===== src/rtl/segway_math_pipe.sv =====
// Three-stage Segway drive math: soft-start scaling and steering (S1), mix and dead-zone
// shaping (S2), saturation and persistence-filtered over-speed flag (S3).
module segway_math_pipe #(
  parameter int unsigned PID_W       = 12,
  parameter int unsigned SPD_W       = 12,
  parameter int unsigned MIN_DUTY    = 'hA8,
  parameter int unsigned LOW_BAND    = 'h2A,
  parameter int unsigned GAIN_MULT   = 4,
  parameter int unsigned FAST_THRESH = 1536,
  parameter int unsigned FAST_CNT    = 4
) (
  input  logic             clk,
  input  logic             rst_n,
  input  logic             vld,
  input  logic [PID_W-1:0] PID_cntrl,
  input  logic [11:0]      steer_pot,
  input  logic             en_steer,
  input  logic             pwr_up,
  output logic [SPD_W-1:0] lft_spd,
  output logic [SPD_W-1:0] rght_spd,
  output logic             spd_vld,
  output logic             too_fast
);

  localparam int unsigned TW = SPD_W + 1;
  localparam int unsigned PW = PID_W + 9;
  localparam int unsigned CW = $clog2(FAST_CNT + 1);

  localparam logic signed [TW-1:0]    MIN_T  = TW'(MIN_DUTY);
  localparam logic signed [TW-1:0]    GAIN_T = TW'(GAIN_MULT);
  localparam logic [TW-1:0]           BAND_T = TW'(LOW_BAND);
  localparam logic [TW-1:0]           FAST_T = TW'(FAST_THRESH);
  localparam logic [CW-1:0]           CNT_MAX = CW'(FAST_CNT);
  localparam logic signed [SPD_W-1:0] SMAX = {1'b0, {(SPD_W-1){1'b1}}};
  localparam logic signed [SPD_W-1:0] SMIN = {1'b1, {(SPD_W-1){1'b0}}};

  // Dead-zone shaping: offset outside the band, gain inside it.
  function automatic logic signed [TW-1:0] shape_f(input logic signed [TW-1:0] t);
    logic [TW-1:0] mag;
    mag = t[TW-1] ? -t : t;
    if (mag > BAND_T) shape_f = t[TW-1] ? t - MIN_T : t + MIN_T;
    else              shape_f = t * GAIN_T;
  endfunction

  function automatic logic signed [SPD_W-1:0] sat_f(input logic signed [TW-1:0] t);
    if (t > TW'(SMAX))      sat_f = SMAX;
    else if (t < TW'(SMIN)) sat_f = SMIN;
    else                    sat_f = t[SPD_W-1:0];
  endfunction

  function automatic logic [TW-1:0] mag_f(input logic signed [SPD_W-1:0] s);
    logic signed [TW-1:0] ext;
    ext   = TW'(s);
    mag_f = s[SPD_W-1] ? -ext : ext;
  endfunction

  logic [7:0]              ss_tmr_q, ss_tmr_d;
  logic signed [PW-1:0]    pid_prod_c;
  logic signed [TW-1:0]    pid_ss_c, pid_ss_q;
  logic [11:0]             clip_c;
  logic signed [12:0]      sig_c, steer_c, steer_q;
  logic                    en_q, pwr_q, v1_q, v2_q;
  logic signed [TW-1:0]    steer_t_c, lft_t_c, rght_t_c;
  logic signed [TW-1:0]    lft_sh_d, rght_sh_d, lft_sh_q, rght_sh_q;
  logic signed [SPD_W-1:0] lft_sat_c, rght_sat_c;
  logic                    over_c;
  logic [CW-1:0]           cnt_q, cnt_d;

  // Soft-start timer: cleared while powered down, saturating count of samples otherwise.
  always_comb begin
    ss_tmr_d = ss_tmr_q;
    if (!pwr_up)                         ss_tmr_d = '0;
    else if (vld && ss_tmr_q != 8'hFF)   ss_tmr_d = ss_tmr_q + 8'd1;
  end

  // S1 math: ramp-scaled PID and 3/16 of the centred, clipped steering reading.
  always_comb begin
    pid_prod_c = PW'($signed(PID_cntrl)) * PW'($signed({1'b0, ss_tmr_q}));
    pid_ss_c   = TW'(pid_prod_c >>> 8);
    clip_c     = (steer_pot < 12'h200) ? 12'h200 :
                 (steer_pot > 12'hE00) ? 12'hE00 : steer_pot;
    sig_c      = $signed({1'b0, clip_c}) - 13'sh7FF;
    steer_c    = (sig_c >>> 3) + (sig_c >>> 4);
  end

  // S2 math: steering mix then shaping; samples captured powered-down drive zero.
  always_comb begin
    steer_t_c = TW'(steer_q);
    lft_t_c   = en_q ? pid_ss_q + steer_t_c : pid_ss_q;
    rght_t_c  = en_q ? pid_ss_q - steer_t_c : pid_ss_q;
    lft_sh_d  = pwr_q ? shape_f(lft_t_c)  : '0;
    rght_sh_d = pwr_q ? shape_f(rght_t_c) : '0;
  end

  // S3 math: saturation and over-speed persistence count.
  always_comb begin
    lft_sat_c  = sat_f(lft_sh_q);
    rght_sat_c = sat_f(rght_sh_q);
    over_c     = (mag_f(lft_sat_c) > FAST_T) || (mag_f(rght_sat_c) > FAST_T);
    cnt_d      = cnt_q;
    if (v2_q) begin
      if (!over_c)              cnt_d = '0;
      else if (cnt_q != CNT_MAX) cnt_d = cnt_q + CW'(1);
    end
  end

  always_ff @(posedge clk or negedge rst_n) begin
    if (!rst_n) begin
      ss_tmr_q  <= '0;
      pid_ss_q  <= '0;
      steer_q   <= '0;
      en_q      <= 1'b0;
      pwr_q     <= 1'b0;
      v1_q      <= 1'b0;
      lft_sh_q  <= '0;
      rght_sh_q <= '0;
      v2_q      <= 1'b0;
      cnt_q     <= '0;
      lft_spd   <= '0;
      rght_spd  <= '0;
      spd_vld   <= 1'b0;
      too_fast  <= 1'b0;
    end else begin
      ss_tmr_q <= ss_tmr_d;
      v1_q     <= vld;
      if (vld) begin
        pid_ss_q <= pid_ss_c;
        steer_q  <= steer_c;
        en_q     <= en_steer;
        pwr_q    <= pwr_up;
      end
      v2_q <= v1_q;
      if (v1_q) begin
        lft_sh_q  <= lft_sh_d;
        rght_sh_q <= rght_sh_d;
      end
      spd_vld <= v2_q;
      cnt_q   <= cnt_d;
      if (v2_q) begin
        lft_spd  <= lft_sat_c;
        rght_spd <= rght_sat_c;
        too_fast <= (cnt_d == CNT_MAX);
      end
    end
  end

endmodule


===== config.mk =====
export PLATFORM = sky130hd
export DESIGN_NAME = segway_math_pipe
export DESIGN_NICKNAME = d
export VERILOG_FILES = /design/src/rtl/segway_math_pipe.sv
export SDC_FILE = /design/constraint.sdc
export NUM_CORES = 1
export LEC_CHECK = 0
export ABC_AREA = 1
export BUFFER_PORTS_ARGS = -buffer_cell sky130_fd_sc_hd__buf_2
export CORE_MARGIN = 3
export CORE_UTILIZATION = 40
export CTS_BUF_LIST = sky130_fd_sc_hd__clkbuf_4
export DETAILED_ROUTE_END_ITERATION = 8
export MAX_ROUTING_LAYER = met4
export PLACE_DENSITY = 0.57
export SLEW_MARGIN = 20
export SYNTH_ARGS = -nofsm -noshare
export SYNTH_HDL_FRONTEND = slang
export SYNTH_SLANG_ARGS = --single-unit

===== constraint.sdc =====
create_clock -name clk -period 4.2 [get_ports clk]
set_input_delay 0.84 -clock clk [delete_from_list [all_inputs] [get_ports clk]]
set_output_delay 0.84 -clock clk [all_outputs]
set_load 0.02 [all_outputs]

# Word level (Yosys, flattened, before mapping)
# Cells that the tools add are included.
[op_classes]
add_sub_neg = 14
multipliers = 1
order_cmp = 10
n_eq_ne = 4
n_mux = 23
reduce_logical = 2
[op_table]
columns = ["operator", "n"]
rows = [
  ["13-bit two-way mux", 12],
  ["12-bit two-way mux", 6],
  ["13-bit by 9-bit adder with 13-bit output (second input constant)", 2],
  ["13-bit by 11-bit > comparator with 1-bit output (second input constant)", 2],
  ["13-bit by 12-bit > comparator with 1-bit output (second input constant)", 2],
  ["13-bit by 6-bit > comparator with 1-bit output (second input constant)", 2],
  ["13-bit by 12-bit < comparator with 1-bit output (second input constant)", 2],
  ["12-bit negator with 13-bit output", 2],
  ["13-bit negator", 2],
  ["13-bit by 9-bit subtractor with 13-bit output (second input constant)", 2],
  ["12-bit by 9-bit multiplier with 21-bit output", 1],
  ["8-bit two-way mux", 2],
  ["13-bit adder", 1],
  ["12-bit by 11-bit subtractor with 13-bit output (second input constant)", 1],
  ["13-bit subtractor", 1],
  ["12-bit > comparator (second input constant)", 1],
  ["12-bit by 10-bit < comparator with 1-bit output (second input constant)", 1],
  ["10-bit by 9-bit adder with 11-bit output", 1],
  ["3-bit two-way mux", 3],
  ["8-bit by 1-bit adder with 8-bit output (second input constant)", 1],
  ["8-bit inequality test (second input constant)", 1],
  ["3-bit by 1-bit adder with 3-bit output (second input constant)", 1],
  ["3-bit equality test (second input constant)", 1],
  ["3-bit inequality test (second input constant)", 1],
  ["other kinds (3)", 3],
]
[totals]
register_bits = 93
inputBits = 29
out_inout_bits = 26
elab_cells = 68

# Logic depth before layout (Yosys ltp)
# Gate-level depths: netlist of run 1.
[depth]
depth_word = 10
depth_mapped = 30
depth_no_buf = 29

# Worst setup path after synthesis of run 1
# No wires, ideal clock.
[synth_timing]
path_type = "input port to flip-flop"
startpoint = "in PID_cntrl[11]"
endpoint = "reg pid_ss_q[12]"
setup_ns = 0.134
t_arrival_ns = 4.705
t_required_ns = 4.066
path_slack_ns = -0.640
stages = 20
n_path_buf = 1
path_cell_list = "clkbuf_1 > nand2_1 > inv_1 > fa_1 > fa_1 > inv_1 > fa_1 > fa_1 > inv_1 > ha_1 > nand2_1 > nor3_1 > nand3_1 > o2111ai_1 > nand4_1 > o211ai_1 > nand2_1 > nand2_1 > xor2_1 > o21ai_0"
[synth_via]
elab_chain_cells = 1
[synth_lines]
columns = ["item", "line_no", "text"]
rows = [
  ["start: declaration", "15", "input logic [PID_W-1:0] PID_cntrl,"],
  ["12-bit by 9-bit multiplier with 21-bit output", "78", "pid_prod_c = PW'($signed(PID_cntrl)) * PW'($signed({1'b0, ss_tmr_q}));"],
  ["end signal: assignment", "127", "pid_ss_q <= pid_ss_c;"],
  ["end: declaration", "59", "logic signed [TW-1:0] pid_ss_c, pid_ss_q;"],
]
# Every way passes these cells.
# A chain may end at the register's enable or synchronous reset.

# Final worst setup path of run 1
[layout_timing]
startpoint = "reg ss_tmr_q[5]"
endpoint = "reg pid_ss_q[12]"
[layout_via]
elab_chain_cells = 1
[layout_lines]
columns = ["item", "line_no", "text"]
rows = [
  ["start: declaration", "57", "logic [7:0] ss_tmr_q, ss_tmr_d;"],
  ["start signal: assignment", "124", "ss_tmr_q <= ss_tmr_d;"],
  ["12-bit by 9-bit multiplier with 21-bit output", "78", ""],
]
# Every way passes these cells.

==> impl_results.html, run 1 <==
<table>
<tr><th>Metric</th><th>Value</th></tr>
<tr><th colspan="2">Run status</th></tr>
<tr><td>Status</td><td>finished, violations left</td></tr>
<tr><td>Violated checks</td><td>setup timing</td></tr>
<tr><th colspan="2">Detailed routing</th></tr>
<tr><td>Detailed-route wire length</td><td>28430 um</td></tr>
<tr><td>Vias/cell</td><td>4.804</td></tr>
<tr><td>Remaining routing DRC violations</td><td>0</td></tr>
<tr><td>Routed wire per std cell</td><td>12.68 um</td></tr>
<tr><td>Final antenna-violating net count</td><td>0</td></tr>
<tr><td>Pre-Repair DR Iteration Count</td><td>5</td></tr>
<tr><td>Via count</td><td>10770</td></tr>
<tr><td>Starting DRC count in detailed routing</td><td>585</td></tr>
<tr><th colspan="2">STA</th></tr>
<tr><td>Final period util</td><td>103.6%</td></tr>
<tr><td>Max transition margin</td><td>40.54%</td></tr>
<tr><td>Max Clock Freq</td><td>229.9 MHz</td></tr>
<tr><td>Final min period</td><td>4.349 ns</td></tr>
<tr><td>Setup-failing EPs final</td><td>10</td></tr>
<tr><td>Count of pins over their slew limit</td><td>0</td></tr>
<tr><td>Worst path setup slack after routing</td><td>-0.1494 ns</td></tr>
<tr><td>Final count of hold timing violations</td><td>0</td></tr>
<tr><td>Worst Max-Slew Pin Slew</td><td>0.8826 ns</td></tr>
<tr><td>Clock Skew</td><td>0.03141 ns</td></tr>
<tr><td>RSZ-0062 raised after global routing</td><td>true</td></tr>
<tr><th colspan="2">Power</th></tr>
<tr><td>Worst ir drop on vdd</td><td>0.0001440 V</td></tr>
<tr><td>Total power consumption of the routed design</td><td>5.003 mW</td></tr>
<tr><td>Reported leakage power</td><td>7.611 nW</td></tr>
<tr><td>Power density over cell area</td><td>370.5 nW/um^2</td></tr>
<tr><th colspan="2">Synthesis</th></tr>
<tr><td>Post-synthesis sequential area ratio</td><td>19.31%</td></tr>
<tr><td>Flops &amp; latches, synth</td><td>91</td></tr>
<tr><td>FFs w/ async S/R, synth</td><td>100.0%</td></tr>
<tr><td>Main flop type after synthesis</td><td>dfrtp_1</td></tr>
<tr><td>Cell variety after synth</td><td>51</td></tr>
<tr><td>Netlist area before placement</td><td>11790 um^2</td></tr>
<tr><td>Count of flip-flops with a built-in enable after synthesis</td><td>0</td></tr>
<tr><td>Synth Area per Inst</td><td>6.797 um^2</td></tr>
<tr><td>Synth Instances</td><td>1735</td></tr>
<tr><td>Warnings, synthesis</td><td>0</td></tr>
<tr><td>Post-Synthesis Net Count</td><td>1938</td></tr>
<tr><th colspan="2">GRT</th></tr>
<tr><td>Antenna violations before repair</td><td>2</td></tr>
<tr><td>Total GRT Usage</td><td>19.79%</td></tr>
<tr><td>Wire length of the first global-routing pass</td><td>50730 um</td></tr>
<tr><td>Pin count of the biggest net entering global routing</td><td>83</td></tr>
<tr><td>Vias in the first global route</td><td>10870</td></tr>
<tr><td>Overflow left after global routing</td><td>0</td></tr>
<tr><th colspan="2">Final layout</th></tr>
<tr><td>Final #Nets</td><td>2054</td></tr>
<tr><td>Area growth syn-to-layout</td><td>14.50%</td></tr>
<tr><td>Final standard cell utilization of the core</td><td>46.79%</td></tr>
<tr><td>Ratio of cells with drive above 1 in the final layout</td><td>16.49%</td></tr>
<tr><th colspan="2">CTS</th></tr>
<tr><td>Number of buffers inserted by hold repair at cts</td><td>0</td></tr>
<tr><td>Root buffer cell</td><td>clkbuf_4</td></tr>
<tr><td>TritonCTS clock tree</td><td>yes</td></tr>
<tr><td>H-tree depth</td><td>3</td></tr>
<tr><td>Source-to-sink clock delay at the later pin of the worst-skew pair</td><td>0.49 ns</td></tr>
<tr><td>Clock transition at the register clock pins on the worst setup and hold paths after CTS</td><td>0.19 ns</td></tr>
<tr><td>Number of buffers created by CTS</td><td>9</td></tr>
<tr><td>Number of buffers between clock root and the deepest sink</td><td>2</td></tr>
<tr><td>Clock sinks</td><td>91</td></tr>
<tr><th colspan="2">Die</th></tr>
<tr><td>Y dimension of the die</td><td>177.7 um</td></tr>
<tr><td>Number of rows created at floorplan</td><td>62</td></tr>
<tr><td>Initial cell density of the core</td><td>40.86%</td></tr>
<tr><td>Placeable Area</td><td>28860 um^2</td></tr>
<tr><td>Count of pins on the block boundary</td><td>55</td></tr>
<tr><td>Area enclosed by the die boundary</td><td>31580 um^2</td></tr>
<tr><td>Width of the die</td><td>177.7 um</td></tr>
<tr><th colspan="2">Worst setup path</th></tr>
<tr><td>Max FO, Critical Path</td><td>8</td></tr>
<tr><td>Worst reg2reg endpoint</td><td>pid_ss_q[12]</td></tr>
<tr><td>Worst flop-to-flop path startpoint</td><td>ss_tmr_q[5]</td></tr>
<tr><td>Kind of capture point of the worst setup path</td><td>register</td></tr>
<tr><td>R2R Setup Slk</td><td>-0.15 ns</td></tr>
<tr><td>Worst EP required</td><td>4.55 ns</td></tr>
<tr><td>Worst Reg-to-Reg Cells</td><td>19</td></tr>
<tr><td>Startpoint Class</td><td>register</td></tr>
<tr><td>Class of the most critical setup path</td><td>reg2reg</td></tr>
<tr><td>Endpoint arrival time on the critical path</td><td>4.70 ns</td></tr>
<tr><th colspan="2">Placement</th></tr>
<tr><td>Post-detailed-placement half-perimeter wirelength</td><td>22940 um</td></tr>
<tr><td>GP Congestion</td><td>0.8622</td></tr>
<tr><td>Count of input and output buffers</td><td>54</td></tr>
<tr><th colspan="2">Worst hold path</th></tr>
<tr><td>Worst min-delay path class</td><td>in2async</td></tr>
<tr><th colspan="2">Flow run</th></tr>
<tr><td>Number of violations of the max-capacitance limit</td><td>0</td></tr>
</table>
worst max-delay path: stages, from the launching register on:
cell and delay [ns]:
dfrtp_2 0.53, nand2_1 0.10, inv_1 0.05, fa_1 0.48
fa_1 0.50, inv_1 0.06, fa_1 0.54, inv_2 0.04
fa_1 0.52, ha_4 0.31, nand2_4 0.05, nor3_4 0.15
nand3_2 0.13, o2111ai_4 0.12, nand4_1 0.12, o211ai_1 0.14
nand2_1 0.08, nand2_1 0.08, xor2_1 0.14, o21ai_1 0.08
layout make-up:
type	instances	area [um^2]
Fill cell	3093	15350
Clock inverter	7	63.81
Tap cell	384	480.5
Multi-Input combinational cell	1260	8239
Timing Repair Buffer	160	1119
Clock buffer	9	67.56
Sequential cell	91	2286
Inverter	329	1242
Antenna cell	2	5.005
kinds of logic (layout without fill, tap and decap cells):
| logic type | count (synthesis) | after routing | synth area share [%] |
|---|---|---|---|
| simple gates | 864 | 864 | 31.82 |
| buf+inv | 384 | 505 | 13.15 |
| fa+ha+maj | 174 | 174 | 23.68 |
| compound gates | 168 | 168 | 7.809 |
| flops | 91 | 91 | 19.31 |
| xor+xnor | 54 | 54 | 4.233 |
| other cells | 0 | 2 | 0 |
flip-flops by register name (all words and copies together) (netlist names), 3 cells and up:
signal	flops
pid_ss_q	13
cnt_q	3
steer_q	11
rght_spd	12
lft_sh_q	13
lft_spd	12
ss_tmr_q	8
rght_sh_q	13
worst max path at each step:
| stage | startpoint | endpoint | slack [ns] | cells past startpoint |
|---|---|---|---|---|
| 2_1_floorplan | PID_cntrl[7] | pid_ss_q[11] | -0.36 | 20 |
| 3_3_place_gp | PID_cntrl[6] | pid_ss_q[9] | -0.61 | 19 |
| 3_5_place_dp | PID_cntrl[6] | pid_ss_q[11] | -0.71 | 20 |
| 4_1_cts | ss_tmr_q[2] | pid_ss_q[12] | -0.17 | 21 |
| 5_1_grt | ss_tmr_q[1] | pid_ss_q[12] | -0.41 | 18 |
| 6_report | ss_tmr_q[5] | pid_ss_q[12] | -0.15 | 19 |
through the flow:
step	setup slack (ns)	std cells	hold WS, ns	cell area, um^2	setup TNS [ns]
floorplan	-0.3597	1735	0.3936	11950	-2.847
global placement	-0.6143	2207	0.4592	13000	-6.047
detailed placement	-0.7126	2207	0.4622	13000	-6.855
CTS	-0.1735	2233	0.4993	13290	-0.9258
global route	-0.4114	2242	0.4150	13500	-3.246
finish	-0.1494	2242	0.3923	13500	-0.9082
power by group:
part / switching (mW) / leakage (nW) / internal [mW]
sequential: 0.162 / 1.17 / 1.09
combinational: 2.10 / 6.37 / 1.16
clock: 0.355 / 0.0674 / 0.136
synth_stat cells, types with 6 or more instances:
cell type	instances	share of area, %
xnor2_1	23	1.7
nor3_1	9	0.38
nand3_1	143	6.1
o21bai_1	6	0.38
nand2_2	13	0.69
nand2_1	521	17
buf_6	10	0.95
nor2_2	9	0.48
o21ai_0	76	3.2
buf_4	6	0.38
nor2_1	102	3.2
fa_1	82	14
dfrtp_1	91	19
a21oi_1	51	2.2
xor2_1	29	2.2
inv_2	22	0.70
a31oi_1	6	0.32
inv_1	304	9.7
clkbuf_1	32	1.0
ha_1	92	9.8
o21ai_1	7	0.30
nand4_1	40	2.1
routing by layer:
metal  track usage (%)  share of wire (%)  vias up
li1                  -                  -     5624
met1             26.56                 49     4951
met2             31.93                 46      163
met3             2.204                3.1       32
met4             5.236                2.0        0
met5                 -                  0        -
cells in the final DEF, fill, tap and decap left out, types with 7 or more instances in the layout:
master / synthesis / final
dfrtp_2: 0 / 7
nand3_1: 143 / 139
nor3_1: 9 / 7
fa_1: 82 / 81
inv_2: 22 / 31
nand2_1: 521 / 504
nand2_2: 13 / 27
nand2_4: 4 / 7
nor2_1: 102 / 101
clkbuf_4: 0 / 10
buf_2: 1 / 52
ha_1: 92 / 83
xnor2_1: 23 / 23
a21oi_1: 51 / 46
a21oi_2: 2 / 7
nor2_2: 9 / 9
o21ai_0: 76 / 68
inv_1: 304 / 294
xor2_1: 29 / 29
buf_4: 6 / 99
nand4_1: 40 / 40
ha_4: 0 / 9
dfrtp_1: 91 / 84
o21ai_1: 7 / 14
what timing repair did:
item,4_1_cts,5_1_grt
resized for setup,25,41
pin swaps,18,31
endpoints found under the setup margin,10,17
setup buffers,10,7
No activity file was read; power rests on OpenSTA's default activity.
==> run 2: changes to the inputs <==
Settings changed: RECOVER_POWER set to 50.
==> impl_results.html, run 2 (synthesis results as in run 1) <==
<table>
<tr><th>Metric</th><th>Value</th></tr>
<tr><th colspan="2">Flow run</th></tr>
<tr><td>Number of violations of the max-capacitance limit</td><td>1</td></tr>
<tr><th colspan="2">Worst setup path</th></tr>
<tr><td>Worst EP required</td><td>4.56 ns</td></tr>
<tr><td>Crit path buf inv count</td><td>3</td></tr>
<tr><td>Max FO, Critical Path</td><td>8</td></tr>
<tr><td>Worst flop-to-flop path startpoint</td><td>ss_tmr_q[5]</td></tr>
<tr><td>Kind of capture point of the worst setup path</td><td>register</td></tr>
<tr><td>Logic depth of the worst setup path including buffers</td><td>19</td></tr>
<tr><td>Slowest-stage cell, CP</td><td>fa_1</td></tr>
<tr><td>Worst setup path startpoint</td><td>ss_tmr_q[5]</td></tr>
<tr><td>R2R Setup Slk</td><td>-0.15 ns</td></tr>
<tr><td>End point of the critical path</td><td>pid_ss_q[12]</td></tr>
<tr><td>Endpoint arrival time on the critical path</td><td>4.71 ns</td></tr>
<tr><td>Class of the most critical setup path</td><td>reg2reg</td></tr>
<tr><td>Worst reg2reg endpoint</td><td>pid_ss_q[12]</td></tr>
<tr><td>Startpoint Class</td><td>register</td></tr>
<tr><td>Cell chain of the critical path</td><td>nand2_1 -&gt; inv_1 -&gt; fa_1 -&gt; fa_1 -&gt; inv_1 -&gt; fa_1 -&gt; inv_2 -&gt; fa_1 -&gt; ha_4 -&gt; nand2_4 -&gt; nor3_4 -&gt; nand3_2 -&gt; o2111ai_4 -&gt; nand4_1 -&gt; o211ai_1 -&gt; nand2_1 -&gt; nand2_1 -&gt; xor2_1 -&gt; o21ai_1</td></tr>
<tr><td>Worst Reg-to-Reg Cells</td><td>19</td></tr>
<tr><td>Crit-path most repeated cell</td><td>fa_1</td></tr>
<tr><td>Maximum single-stage delay on the critical path</td><td>0.54 ns</td></tr>
<tr><td>Top cell family by delay on the critical path</td><td>adder cells</td></tr>
<tr><th colspan="2">CTS</th></tr>
<tr><td>Number of buffers inserted by hold repair at cts</td><td>0</td></tr>
<tr><td>Number of buffers between clock root and the deepest sink</td><td>2</td></tr>
<tr><td>H-tree depth</td><td>3</td></tr>
<tr><td>TritonCTS clock tree</td><td>yes</td></tr>
<tr><td>Number of buffers created by CTS</td><td>9</td></tr>
<tr><td>Root buffer cell</td><td>clkbuf_4</td></tr>
<tr><td>Clock transition at the register clock pins on the worst setup and hold paths after CTS</td><td>0.16 ns</td></tr>
<tr><td>Clock sinks</td><td>91</td></tr>
<tr><td>Source-to-sink clock delay at the later pin of the worst-skew pair</td><td>0.49 ns</td></tr>
<tr><th colspan="2">STA</th></tr>
<tr><td>Worst path setup slack after routing</td><td>-0.1530 ns</td></tr>
<tr><td>Final period util</td><td>103.6%</td></tr>
<tr><td>Max Clock Freq</td><td>229.7 MHz</td></tr>
<tr><td>Max transition margin</td><td>-37.55%</td></tr>
<tr><td>Count of pins over their slew limit</td><td>83</td></tr>
<tr><td>Worst Max-Slew Pin Slew</td><td>2.063 ns</td></tr>
<tr><td>Clock Skew</td><td>0.03271 ns</td></tr>
<tr><td>Final-layout worst hold slack</td><td>0.4978 ns</td></tr>
<tr><td>RSZ-0062 raised after global routing</td><td>true</td></tr>
<tr><td>Summed negative setup slack over all endpoints</td><td>-0.9477 ns</td></tr>
<tr><td>Final min period</td><td>4.353 ns</td></tr>
<tr><td>Final count of hold timing violations</td><td>0</td></tr>
<tr><td>Setup-failing EPs final</td><td>10</td></tr>
<tr><th colspan="2">Die</th></tr>
<tr><td>Width of the die</td><td>177.7 um</td></tr>
<tr><td>Placeable Area</td><td>28860 um^2</td></tr>
<tr><td>Initial cell density of the core</td><td>40.86%</td></tr>
<tr><td>Number of rows created at floorplan</td><td>62</td></tr>
<tr><td>Count of pins on the block boundary</td><td>55</td></tr>
<tr><td>Y dimension of the die</td><td>177.7 um</td></tr>
<tr><td>Area enclosed by the die boundary</td><td>31580 um^2</td></tr>
<tr><th colspan="2">Detailed routing</th></tr>
<tr><td>Remaining routing DRC violations</td><td>0</td></tr>
<tr><td>Starting DRC count in detailed routing</td><td>616</td></tr>
<tr><td>Via count</td><td>10770</td></tr>
<tr><td>Pre-Repair DR Iteration Count</td><td>5</td></tr>
<tr><td>Detailed-route wire length</td><td>28390 um</td></tr>
<tr><td>Routed wire per std cell</td><td>12.66 um</td></tr>
<tr><td>Final antenna-violating net count</td><td>0</td></tr>
<tr><td>Vias/cell</td><td>4.804</td></tr>
<tr><th colspan="2">GRT</th></tr>
<tr><td>Most used routing layer</td><td>met2</td></tr>
<tr><td>Overflow left after global routing</td><td>0</td></tr>
<tr><td>Antenna violations before repair</td><td>2</td></tr>
<tr><td>Total GRT Usage</td><td>19.79%</td></tr>
<tr><td>Met3 Track Usage GR</td><td>2.204%</td></tr>
<tr><td>Vias in the first global route</td><td>10870</td></tr>
<tr><td>Wire length of the first global-routing pass</td><td>50730 um</td></tr>
<tr><td>GRT met1 Usage</td><td>26.56%</td></tr>
<tr><td>Met2 layer usage reported by global route</td><td>31.93%</td></tr>
<tr><td>Pin count of the biggest net entering global routing</td><td>83</td></tr>
<tr><th colspan="2">Final layout</th></tr>
<tr><td>Ratio of cells with drive above 1 in the final layout</td><td>16.38%</td></tr>
<tr><td>Area growth syn-to-layout</td><td>14.42%</td></tr>
<tr><td>Most used cells in the layout excluding fill and tap cells</td><td>nand2_1 (504), inv_1 (295), nand3_1 (139), nor2_1 (101), buf_4 (98)</td></tr>
<tr><td>Final #Nets</td><td>2054</td></tr>
<tr><td>Most common cell after layout, fill and taps aside</td><td>nand2_1</td></tr>
<tr><td>Filler Cell Count</td><td>3095</td></tr>
<tr><td>Post-layout instance count excluding filler cells</td><td>2242</td></tr>
<tr><td>Largest regs</td><td>lft_sh_q: 13 flops, pid_ss_q: 13 flops, rght_sh_q: 13 flops</td></tr>
<tr><th colspan="2">Placement</th></tr>
<tr><td>Worst slack after detailed placement</td><td>-0.7126 ns</td></tr>
<tr><td>GP Congestion</td><td>0.8622</td></tr>
<tr><td>Count of input and output buffers</td><td>54</td></tr>
<tr><td>Post-detailed-placement half-perimeter wirelength</td><td>22940 um</td></tr>
<tr><td>Total instance count after detailed placement</td><td>2207</td></tr>
<tr><th colspan="2">Worst hold path</th></tr>
<tr><td>Min-Delay Startpoint</td><td>rght_spd[0]</td></tr>
<tr><td>Worst min-delay path class</td><td>reg2reg</td></tr>
<tr><th colspan="2">Run status</th></tr>
<tr><td>Status</td><td>finished, violations left</td></tr>
<tr><td>Violated checks</td><td>capacitance limit, slew limit, setup timing</td></tr>
<tr><th colspan="2">Power</th></tr>
<tr><td>Reported leakage power</td><td>7.605 nW</td></tr>
<tr><td>Power density over cell area</td><td>370.4 nW/um^2</td></tr>
<tr><td>Total power consumption of the routed design</td><td>4.997 mW</td></tr>
<tr><td>Worst ir drop on vdd</td><td>0.0001442 V</td></tr>
</table>
run 2: worst min path at each step:
| stage | end | slack [ns] | cells after the start |
|---|---|---|---|
| after floorplan | spd_vld | 0.39 | 0 |
| after global placement | lft_sh_q[7] | 0.46 | 2 |
| after CTS | lft_sh_q[4] | 0.50 | 2 |
| final | rght_spd[0] | 0.50 | 2 |
| after global routing | v2_q | 0.52 | 0 |
| after detailed placement | lft_sh_q[4] | 0.46 | 2 |
run 2: cell type report:
type / count / area, um^2 / area share, %
multi-input cells: 1260 / 8239 / 61.06
flip-flops and latches: 91 / 2286 / 16.94
inverters: 329 / 1242 / 9.208
repair buffers: 160 / 1109 / 8.216
well taps: 384 / 480.5 / 3.561
clock buffers: 9 / 67.56 / 0.5007
clock inverters: 7 / 63.81 / 0.4729
diodes: 2 / 5.005 / 0.03709
run 2: power breakdown:
group          internal (mW)  switching (mW)
combinational           1.16            2.09
clock                  0.136           0.356
sequential              1.09           0.161
total                   2.39            2.61
run 2: metal layers:
layer / wire [um] / vias to the layer above
met5: 0 / -
met2: 13090 / 180
met3: 932 / 36
met1: 13790 / 4932
li1: - / 5623
met4: 580 / 0
run 2: repair_timing:
| action | 4_1_cts | 5_1_grt |
|---|---|---|
| endpoints found under the hold margin | 0 | 0 |
| setup buffers | 10 | 7 |
| gates resized for setup | 25 | 41 |
| setup endpoints to repair | 10 | 17 |
| pin swaps | 18 | 31 |
| cloned | 0 | 0 |
run 2: stage by stage:
step / area (um^2) / util, %
final: 13490 / 46.76
after detailed placement: 13000 / 45.04
after CTS: 13290 / 46.05
after floorplan: 11950 / -
after global placement: 13000 / 45.04
after global routing: 13490 / 46.76
run 2: worst min-delay path: stages (launching register included):
cell	delay (ns)
dfrtp_1	0.37
nand2_1	0.05
o21ai_0	0.06
==> run 3: changes to the inputs <==
Settings changed: SKIP_LAST_GASP set to 1.
==> impl_results.html, run 3 (synthesis results as in run 1) <==
<table>
<tr><th>Metric</th><th>Value</th></tr>
<tr><th colspan="2">Power</th></tr>
<tr><td>Clk pwr share</td><td>9.8%</td></tr>
<tr><td>Register share of total power</td><td>25.1%</td></tr>
<tr><td>Net load switching power</td><td>2.611 mW</td></tr>
<tr><td>Reported leakage power</td><td>7.608 nW</td></tr>
<tr><td>Net Sw Frac</td><td>52.22%</td></tr>
<tr><td>Power density over cell area</td><td>370.6 nW/um^2</td></tr>
<tr><td>Worst ir drop on vdd</td><td>0.0001418 V</td></tr>
<tr><td>Int Power</td><td>2.388 mW</td></tr>
<tr><td>Fraction of power consumed by combinational cells</td><td>65.1%</td></tr>
<tr><th colspan="2">Final layout</th></tr>
<tr><td>Post-route standard cell area excluding fillers</td><td>13490 um^2</td></tr>
<tr><td>Ratio of cells with drive above 1 in the final layout</td><td>16.27%</td></tr>
<tr><td>Final #Nets</td><td>2054</td></tr>
<tr><td>Area growth syn-to-layout</td><td>14.40%</td></tr>
<tr><td>Most common cell after layout, fill and taps aside</td><td>nand2_1</td></tr>
<tr><td>Largest regs</td><td>lft_sh_q: 13 flops, pid_ss_q: 13 flops, rght_sh_q: 13 flops</td></tr>
<tr><td>Most used cells in the layout excluding fill and tap cells</td><td>nand2_1 (505), inv_1 (296), nand3_1 (139), nor2_1 (101), buf_4 (98)</td></tr>
<tr><th colspan="2">GRT</th></tr>
<tr><td>Antenna violations before repair</td><td>2</td></tr>
<tr><td>Vias in the first global route</td><td>10870</td></tr>
<tr><td>Wire length of the first global-routing pass</td><td>50730 um</td></tr>
<tr><td>Total GRT Usage</td><td>19.79%</td></tr>
<tr><td>Overflow left after global routing</td><td>0</td></tr>
<tr><td>Pin count of the biggest net entering global routing</td><td>83</td></tr>
<tr><th colspan="2">Worst setup path</th></tr>
<tr><td>Worst EP required</td><td>4.56 ns</td></tr>
<tr><td>Class of the most critical setup path</td><td>reg2reg</td></tr>
<tr><td>Endpoint arrival time on the critical path</td><td>4.71 ns</td></tr>
<tr><td>Cell chain of the critical path</td><td>nand2_1 -&gt; inv_1 -&gt; fa_1 -&gt; fa_1 -&gt; inv_1 -&gt; fa_1 -&gt; inv_1 -&gt; fa_1 -&gt; ha_4 -&gt; nand2_4 -&gt; nor3_4 -&gt; nand3_2 -&gt; o2111ai_4 -&gt; nand4_1 -&gt; o211ai_1 -&gt; nand2_1 -&gt; nand2_1 -&gt; xor2_1 -&gt; o21ai_1</td></tr>
<tr><td>Maximum single-stage delay on the critical path</td><td>0.53 ns</td></tr>
<tr><td>Startpoint Class</td><td>register</td></tr>
<tr><td>Crit-path most repeated cell</td><td>fa_1</td></tr>
<tr><td>Slowest-stage cell, CP</td><td>dfrtp_2</td></tr>
<tr><td>Max FO, Critical Path</td><td>8</td></tr>
<tr><td>Kind of capture point of the worst setup path</td><td>register</td></tr>
<tr><th colspan="2">STA</th></tr>
<tr><td>Summed negative setup slack over all endpoints</td><td>-0.9225 ns</td></tr>
<tr><td>Final count of hold timing violations</td><td>0</td></tr>
<tr><td>Max Clock Freq</td><td>229.8 MHz</td></tr>
<tr><td>Final min period</td><td>4.351 ns</td></tr>
<tr><td>Final period util</td><td>103.6%</td></tr>
<tr><td>Max transition margin</td><td>-38.75%</td></tr>
<tr><td>Count of pins over their slew limit</td><td>83</td></tr>
<tr><td>Worst path setup slack after routing</td><td>-0.1511 ns</td></tr>
<tr><td>Setup-failing EPs final</td><td>10</td></tr>
<tr><td>RSZ-0062 raised after global routing</td><td>true</td></tr>
<tr><td>Clock Skew</td><td>0.02985 ns</td></tr>
<tr><td>Worst Max-Slew Pin Slew</td><td>2.081 ns</td></tr>
<tr><th colspan="2">Detailed routing</th></tr>
<tr><td>Pre-Repair DR Iteration Count</td><td>5</td></tr>
<tr><td>Remaining routing DRC violations</td><td>0</td></tr>
<tr><td>Via count</td><td>10770</td></tr>
<tr><td>Vias/cell</td><td>4.804</td></tr>
<tr><td>Starting DRC count in detailed routing</td><td>607</td></tr>
<tr><td>Detailed-route wire length</td><td>28440 um</td></tr>
<tr><td>Final antenna-violating net count</td><td>0</td></tr>
<tr><td>Routed wire per std cell</td><td>12.69 um</td></tr>
<tr><th colspan="2">CTS</th></tr>
<tr><td>Number of buffers between clock root and the deepest sink</td><td>2</td></tr>
<tr><td>Clock transition at the register clock pins on the worst setup and hold paths after CTS</td><td>0.15 ns</td></tr>
<tr><td>Number of buffers created by CTS</td><td>9</td></tr>
<tr><td>Root buffer cell</td><td>clkbuf_4</td></tr>
<tr><td>TritonCTS clock tree</td><td>yes</td></tr>
<tr><td>Clock sinks</td><td>91</td></tr>
<tr><td>H-tree depth</td><td>3</td></tr>
<tr><td>Source-to-sink clock delay at the later pin of the worst-skew pair</td><td>0.49 ns</td></tr>
<tr><th colspan="2">Run status</th></tr>
<tr><td>Violated checks</td><td>capacitance limit, slew limit, setup timing</td></tr>
<tr><td>Status</td><td>finished, violations left</td></tr>
<tr><th colspan="2">Die</th></tr>
<tr><td>Initial cell density of the core</td><td>40.86%</td></tr>
<tr><td>Count of pins on the block boundary</td><td>55</td></tr>
<tr><td>Placeable Area</td><td>28860 um^2</td></tr>
<tr><td>Y dimension of the die</td><td>177.7 um</td></tr>
<tr><td>Number of rows created at floorplan</td><td>62</td></tr>
<tr><td>Area enclosed by the die boundary</td><td>31580 um^2</td></tr>
<tr><td>Width of the die</td><td>177.7 um</td></tr>
<tr><th colspan="2">Worst hold path</th></tr>
<tr><td>Worst min-delay path class</td><td>reg2reg</td></tr>
<tr><th colspan="2">Placement</th></tr>
<tr><td>Post-detailed-placement half-perimeter wirelength</td><td>22940 um</td></tr>
<tr><td>Placed cell area</td><td>13000 um^2</td></tr>
<tr><td>Count of input and output buffers</td><td>54</td></tr>
<tr><td>GP Congestion</td><td>0.8622</td></tr>
<tr><th colspan="2">Flow run</th></tr>
<tr><td>Number of violations of the max-capacitance limit</td><td>1</td></tr>
</table>
[run 3: path summary, 6_finish.rpt]
check | start | endpoint | slack (ns) | depth (start not counted)
setup reg to reg | ss_tmr_q[5] | pid_ss_q[12] | -0.15 | 19
hold / removal | lft_sh_q[4] | lft_sh_q[4] | 0.50 | 2
max in group asynchronous | rst_n | ss_tmr_q[2] | 1.91 | 1
hold reg to reg | lft_sh_q[4] | lft_sh_q[4] | 0.50 | 2
setup / recovery | ss_tmr_q[5] | pid_ss_q[12] | -0.15 | 19
min in group asynchronous | rst_n | rght_sh_q[1] | 0.94 | 1
[run 3: metal layers]
layer  vias to the layer above  wire length (um)  global-route usage, %
met1                      4944             13790                  26.56
met2                       172             13110                  31.93
met4                         0               574                  5.236
met5                         -                 0                      -
li1                       5621                 -                      -
met3                        34               963                  2.204
[run 3: stage by stage]
step	setup slack, ns	utilization (%)	hold WS (ns)	cells	total power, mW
floorplan	-0.3597	-	0.3936	1735	3.752
global placement	-0.6143	45.04	0.4592	2207	4.423
detailed placement	-0.7126	45.04	0.4622	2207	4.463
CTS	-0.1735	46.05	0.4993	2233	4.984
global route	-0.4114	46.75	0.5151	2242	5.601
finish	-0.1511	46.75	0.4976	2242	4.999
[run 3: critical path, delay by kind of cell, from the launching register on]
| kind | cells | cell delay, ns |
|---|---|---|
| flops | 1 | 0.53 |
| fa+ha+maj | 5 | 2.34 |
| buf+inv | 3 | 0.17 |
| xor+xnor | 1 | 0.14 |
| simple gates | 7 | 0.71 |
| compound gates | 3 | 0.34 |
[run 3: power groups by stage]
stage | sequential (mW) | clock (mW) | combinational, mW
2_1_floorplan | 1.35 | 0 | 2.41
3_3_place_gp | 1.27 | 0 | 3.15
3_5_place_dp | 1.28 | 0 | 3.18
4_1_cts | 1.26 | 0.517 | 3.21
5_1_grt | 1.30 | 0.551 | 3.75
6_report | 1.26 | 0.490 | 3.25
[run 3: final cells by class]
cell class | count | area (um^2)
fillers | 3094 | 15370
multi-input cells | 1260 | 8237
flip-flops and latches | 91 | 2286
inverters | 329 | 1242
repair buffers | 160 | 1109
well taps | 384 | 480.5
clock buffers | 9 | 67.56
clock inverters | 7 | 63.81
diodes | 2 | 5.005
[run 3: what timing repair did]
item,in CTS,in global routing
resized for setup,25,39
endpoints found under the setup margin,10,17
pin swaps,17,31
hold buffers,0,0
cloned,0,0
buffers inserted,10,7
